===== config.mk =====
export PLATFORM = sky130hd
export DESIGN_NAME = bcd_conv_arbiter
export DESIGN_NICKNAME = d
export VERILOG_FILES = /design/src/rtl/bcd_conv_arbiter.sv
export SDC_FILE = /design/constraint.sdc
export NUM_CORES = 1
export LEC_CHECK = 0
export ABC_AREA = 1
export CAP_MARGIN = 15
export CELL_PAD_IN_SITES_DETAIL_PLACEMENT = 0
export CELL_PAD_IN_SITES_GLOBAL_PLACEMENT = 1
export CORE_ASPECT_RATIO = 1.5
export CORE_MARGIN = 3
export CORE_UTILIZATION = 32
export CTS_CLUSTER_SIZE = 25
export DETAILED_ROUTE_END_ITERATION = 6
export GPL_ROUTABILITY_DRIVEN = 0
export PLACE_DENSITY_LB_ADDON = 0.3
export RECOVER_POWER = 25
export SETUP_SLACK_MARGIN = 0.02
export SYNTH_ARGS = -nofsm -noshare
export SYNTH_HDL_FRONTEND = slang
export SYNTH_SLANG_ARGS = --single-unit

===== constraint.sdc =====
create_clock -name clk -period 3.4 [get_ports clk]
set_clock_uncertainty 0.15 [all_clocks]
set_input_delay 0.34 -clock clk [delete_from_list [all_inputs] [get_ports clk]]
set_output_delay 0.34 -clock clk [all_outputs]
set_load 0.05 [all_outputs]

===== src/rtl/bcd_conv_arbiter.sv =====
// -----------------------------------------------------------------------------
// bcd_conv_arbiter
//
// Shares one 8-bit binary-to-BCD converter among N_REQ requesters. A round-robin
// search picks the next requester, its operand is latched and handed to the
// converter with a one-cycle start pulse, and the 12-bit BCD result is returned
// to the winner together with a one-cycle, one-hot ack.
//
// Optional feature macro: BCD_ARB_TIMEOUT_EN
//   defined   : WAIT-state watchdog; after TIMEOUT_CYCLES cycles without
//               conv_done_tick the winner is acked with rsp_err=1, rsp_bcd=0.
//   undefined : WAIT waits indefinitely, rsp_err is constant 0.
//
// Parameters
//   N_REQ           number of requesters (>= 2)
//   TIMEOUT_CYCLES  watchdog limit in clk cycles (only with BCD_ARB_TIMEOUT_EN)
//
// Ports
//   clk             clock, rising edge
//   rst             asynchronous, active-high reset
//   req             per-requester level request
//   req_bin         per-requester operand, slice i = [8*i+7:8*i]
//   ack             one-hot, one-cycle pulse to the served requester
//   rsp_bcd         result {hundreds,tens,units}, valid with |ack
//   rsp_id          index of the acked requester, valid with |ack
//   rsp_err         result invalid (watchdog expired), valid with |ack
//   busy            high in every state except IDLE
//   conv_start      one-cycle start pulse to the converter
//   conv_bin        operand to the converter, stable from LAUNCH to end of WAIT
//   conv_ready      converter idle
//   conv_done_tick  converter finished, conv_bcd valid this cycle
//   conv_bcd        converter result
// -----------------------------------------------------------------------------
module bcd_conv_arbiter #(
   parameter int N_REQ          = 4,
   parameter int TIMEOUT_CYCLES = 64
) (
   input  logic                       clk,
   input  logic                       rst,
   input  logic [N_REQ-1:0]           req,
   input  logic [8*N_REQ-1:0]         req_bin,
   output logic [N_REQ-1:0]           ack,
   output logic [11:0]                rsp_bcd,
   output logic [$clog2(N_REQ)-1:0]   rsp_id,
   output logic                       rsp_err,
   output logic                       busy,
   output logic                       conv_start,
   output logic [7:0]                 conv_bin,
   input  logic                       conv_ready,
   input  logic                       conv_done_tick,
   input  logic [11:0]                conv_bcd
);

   localparam int IW = $clog2(N_REQ);

   typedef enum logic [1:0] {
      S_IDLE,
      S_LAUNCH,
      S_WAIT,
      S_RESP
   } state_t;

   state_t          state_reg;
   logic [IW-1:0]   rr_ptr_reg;
   logic [IW-1:0]   idx_reg;
   logic [IW-1:0]   grant_idx;
   logic            grant_found;
   logic [7:0]      operand [N_REQ];

   generate
      if (N_REQ < 2 || TIMEOUT_CYCLES < 1) begin : g_param_check
         $error("bcd_conv_arbiter: N_REQ must be >= 2 and TIMEOUT_CYCLES >= 1");
      end
   endgenerate

   genvar gi;
   generate
      for (gi = 0; gi < N_REQ; gi++) begin : g_unpack
         assign operand[gi] = req_bin[8*gi +: 8];
      end
   endgenerate

   // Round-robin search: walk the offsets from the highest down to zero so the
   // last hit (smallest offset from rr_ptr) wins without needing a break.
   always_comb begin
      int cand;
      cand        = 0;
      grant_idx   = '0;
      grant_found = 1'b0;
      for (int k = N_REQ - 1; k >= 0; k--) begin
         cand = int'(rr_ptr_reg) + k;
         if (cand >= N_REQ) begin
            cand = cand - N_REQ;
         end
         if (req[IW'(cand)]) begin
            grant_idx   = IW'(cand);
            grant_found = 1'b1;
         end
      end
   end

`ifdef BCD_ARB_TIMEOUT_EN
   localparam int CW = $clog2(TIMEOUT_CYCLES + 1);
   logic [CW-1:0] wait_cnt_reg;
`else
   assign rsp_err = 1'b0;
`endif

   always_ff @(posedge clk or posedge rst) begin
      if (rst) begin
         state_reg  <= S_IDLE;
         rr_ptr_reg <= '0;
         idx_reg    <= '0;
         ack        <= '0;
         rsp_bcd    <= '0;
         rsp_id     <= '0;
         busy       <= 1'b0;
         conv_start <= 1'b0;
         conv_bin   <= '0;
`ifdef BCD_ARB_TIMEOUT_EN
         rsp_err      <= 1'b0;
         wait_cnt_reg <= '0;
`endif
      end else begin
         // Pulsed outputs default low; each state raises them only when needed.
         conv_start <= 1'b0;
         ack        <= '0;
         case (state_reg)
            S_IDLE: begin
               if (grant_found && conv_ready) begin
                  idx_reg    <= grant_idx;
                  conv_bin   <= operand[grant_idx];
                  rr_ptr_reg <= (grant_idx == IW'(N_REQ - 1)) ? '0 : grant_idx + 1'b1;
                  conv_start <= 1'b1;
                  busy       <= 1'b1;
                  state_reg  <= S_LAUNCH;
               end
            end
            S_LAUNCH: begin
`ifdef BCD_ARB_TIMEOUT_EN
               wait_cnt_reg <= '0;
`endif
               state_reg <= S_WAIT;
            end
            S_WAIT: begin
               if (conv_done_tick) begin
                  rsp_bcd   <= conv_bcd;
                  rsp_id    <= idx_reg;
                  ack       <= N_REQ'(1) << idx_reg;
`ifdef BCD_ARB_TIMEOUT_EN
                  rsp_err   <= 1'b0;
`endif
                  state_reg <= S_RESP;
               end
`ifdef BCD_ARB_TIMEOUT_EN
               // The counter holds the number of completed WAIT cycles; the
               // TIMEOUT_CYCLES-th one without done_tick ends the wait.
               else if (wait_cnt_reg == CW'(TIMEOUT_CYCLES - 1)) begin
                  rsp_bcd   <= 12'h000;
                  rsp_id    <= idx_reg;
                  ack       <= N_REQ'(1) << idx_reg;
                  rsp_err   <= 1'b1;
                  state_reg <= S_RESP;
               end else begin
                  wait_cnt_reg <= wait_cnt_reg + 1'b1;
               end
`endif
            end
            S_RESP: begin
               busy      <= 1'b0;
               state_reg <= S_IDLE;
            end
            default: begin
               busy      <= 1'b0;
               state_reg <= S_IDLE;
            end
         endcase
      end
   end

endmodule


==> reports/metrics.yaml <==
synthesis:
  syn_nets: 339
  syn_area_per_cell_um2: 7.13
  synth_cell_types: 25
  ys_seq_area_share_pct: 42.2
  ys_warn_count: 0
  postSynthCellCount: 283
  netlist_area_mm2: 0.00202
  ys_ff_latch: 34
critical_path:
  slowest_stage: "dfrtp_1"
  cp.required_ps: 3470
  critPathArrivalTime_ps: 2410
  cp_max_fo: 15
  reg2reg_depth: 10
  cp_cell_sequence: "inv_6 -> nand2_2 -> nand2_2 -> nor2_1 -> nand3_1 -> nand3_1 -> inv_1 -> o21ai_0 -> nand2_1 -> nand2_1"
  crit_path_max_incr_delay_ps: 640
  worstReg2RegEnd: "rr_ptr_reg[1]$_DFFE_PP0P_"
  critPathCaptureType: "register"
  crit_type: "register to register"
  regToRegSetupSlack_ps: 1060
  cp-start-kind: "register"
  rr_startpoint: "rr_ptr_reg[0]$_DFFE_PP0P_"
die:
  fp.dieArea_mm2: 0.00731
  io_pins: 81
  rows: 34
  dieWidth_um: 70.8
  start_util_pct: 33.9
  core_mm2: 0.00596
  die_h_um: 103
timing:
  fin_tns_setup_ps: 0
  rsz0062_at_grt: "no"
  period_minus_slack_ps: 2340
  tightest_slew_ps: 875
  hold_viol_final: 0
  finalSetupViolCount: 0
  fin_ws_ps: 1060
  slew_viol_final: 0
  max_freq_ghz: 0.428
  min_period_over_period_pct: 68.7
  holdWs_ps: 330
  slew-limit-headroom_pct: 41.7
grt:
  grt_use_met1_pct: 15.8
  top_usage_layer: "met2"
  grt_antenna_before_repair: 0
  grt_start_max_net_pins: 19
  track_usage_pct: 13.4
  grt_util_met2_pct: 22.9
  grt_pass1_vias: 1729
  grt_first_pass_wirelength_um: 7810
  use_met3_pct: 2.80
  gr-total-overflow: 0
layout:
  area_growth_pct: 45.8
  fin_nets: 417
  layout_common_cells: "nand2_1 (113), clkdlybuf4s50_1 (78), inv_1 (45)"
  largest_reg_flops: 12
  final_cells: 434
  fillCellCount: 626
  max_flop_register: "rsp_bcd"
  drive_above_1_share_pct: 8.01
  diodes: 0
  reg_top3: "rsp_bcd (12), conv_bin (8), ack (4)"
  layout_commonest_cell: "nand2_1"
clock_network:
  cts_setup_buffers: 0
  cts_buffers: 5
  holdBufCountCts: 0
  clock_sinks: 34
  cts_tree: "built"
  clk_latency_ps: 280
  clk_pin_slew_ps: 60
  cts-htree-levels: 2
  cts-resized-gates: 0
  clock_path_buffers: 2
  clockRootBuffer: "clkbuf_8"
placed_design:
  portBuffers: 79
  place_inst: 426
  preCtsSetupSlack_ps: 941
  hpwlAfterDp_um: 3770
job:
  max-cap-violations: 0
pwr:
  power.leakage_nw: 1.57
  ir_worst_vdd_uv: 413
  power.density_mw_per_mm2: 1010
run_status:
  status: "finished clean"
worst_hold_path:
  min-delay-start: "rsp_id[1]$_DFFE_PP0P_"
  min_to: "rsp_id[1]$_DFFE_PP0P_"
  hold_path.class: "register to register"
  min_path_cells: 2
drt:
  vias: 1882
  wirelength_um: 4660
  initialDrtViolationCount: 64
  avgViaCountPerCell: 4.34
  final_antenna_net_count: 0
  post-route-drc-count: 0
  drt_first_pass_iters: 4
  avgRoutedWirePerCell_um: 10.7
==> metal layers <==
layer	vias to the layer above	share of wire, %
met5	-	0
met4	0	2.2
met3	9	6.9
met2	65	50
met1	798	41
li1	1010	-
==> how the worst max path moves through the flow <==
| stage | from | to | cells past startpoint |
|---|---|---|---|
| floorplan | rr_ptr_reg[0]$_DFFE_PP0P_ | conv_bin[0]$_DFFE_PP0P_ | 14 |
| global placement | req[1] | rr_ptr_reg[1]$_DFFE_PP0P_ | 10 |
| finish | rr_ptr_reg[0]$_DFFE_PP0P_ | rr_ptr_reg[1]$_DFFE_PP0P_ | 10 |
| global route | rr_ptr_reg[0]$_DFFE_PP0P_ | rr_ptr_reg[1]$_DFFE_PP0P_ | 10 |
| detailed placement | req[1] | rr_ptr_reg[1]$_DFFE_PP0P_ | 10 |
| CTS | rr_ptr_reg[0]$_DFFE_PP0P_ | rr_ptr_reg[1]$_DFFE_PP0P_ | 10 |
==> worst max-delay path, delay by kind of cell (launching register included) <==
family / cells / cell delay (ps)
simple gates: 7 / 860
flops: 1 / 640
buf+inv: 2 / 400
compound gates: 1 / 230
==> final cells by class <==
cell class              instances  area (um^2)  area share (%)
inverters                      48          188            6.38
clock inverters                 3         40.0            1.36
well taps                      72         90.1            3.06
clock buffers                   5         68.8            2.34
repair buffers                 80          795            27.0
multi-input cells             192          910            30.9
flip-flops and latches         34          851            28.9
==> report_power, final <==
| group | leakage, nW | internal, mW | switching, mW |
|---|---|---|---|
| Combinational | 1.09 | 0.636 | 1.28 |
| Clock | 0.0579 | 0.215 | 0.136 |
| Sequential | 0.427 | 0.577 | 0.121 |
==> cell families (layout without fill, tap and decap cells) <==
logic type               count (synthesis)  in the layout  synth area share, %
AND/OR/NAND/NOR                        179            179                 40.1
buffers and inverters                   57            136                 12.7
flip-flops                              34             34                 42.2
AO/OA/AOI/OAI                            8              8                 2.30
adder cells (fa/ha/maj)                  4              4                 2.48
other                                    1              1                0.186
==> cells in the mapped netlist <==
master / count / area [um^2]
nand3_1: 40 / 200
inv_6: 1 / 8.76
nand2_4: 2 / 22.5
buf_2: 1 / 5.00
nor3_1: 2 / 10.0
inv_1: 45 / 169
nand3_2: 2 / 20.0
buf_6: 1 / 11.3
o21a_1: 1 / 7.51
o21ai_0: 3 / 15.0
inv_4: 1 / 6.26
buf_4: 4 / 30.0
a2bb2oi_1: 1 / 8.76
a21oi_1: 3 / 15.0
dfrtp_1: 34 / 851
nand3_4: 2 / 35.0
ha_1: 4 / 50.1
buf_8: 1 / 15.0
clkbuf_1: 2 / 7.51
inv_2: 1 / 3.75
nor2_1: 6 / 22.5
conb_1: 1 / 3.75
nand2_2: 11 / 68.8
nand2_1: 113 / 424
nor2_2: 1 / 6.26
==> through the flow <==
step                      power, mW  util [%]  instance area [um^2]
after floorplan                2.16         -                  2020
after global placement         2.63      47.6                  2840
after detailed placement       2.65      47.6                  2840
after CTS                      3.01      49.5                  2950
after global routing           3.22      49.4                  2940
final                          2.96      49.4                  2940
(Power assumes the default switching activity.)
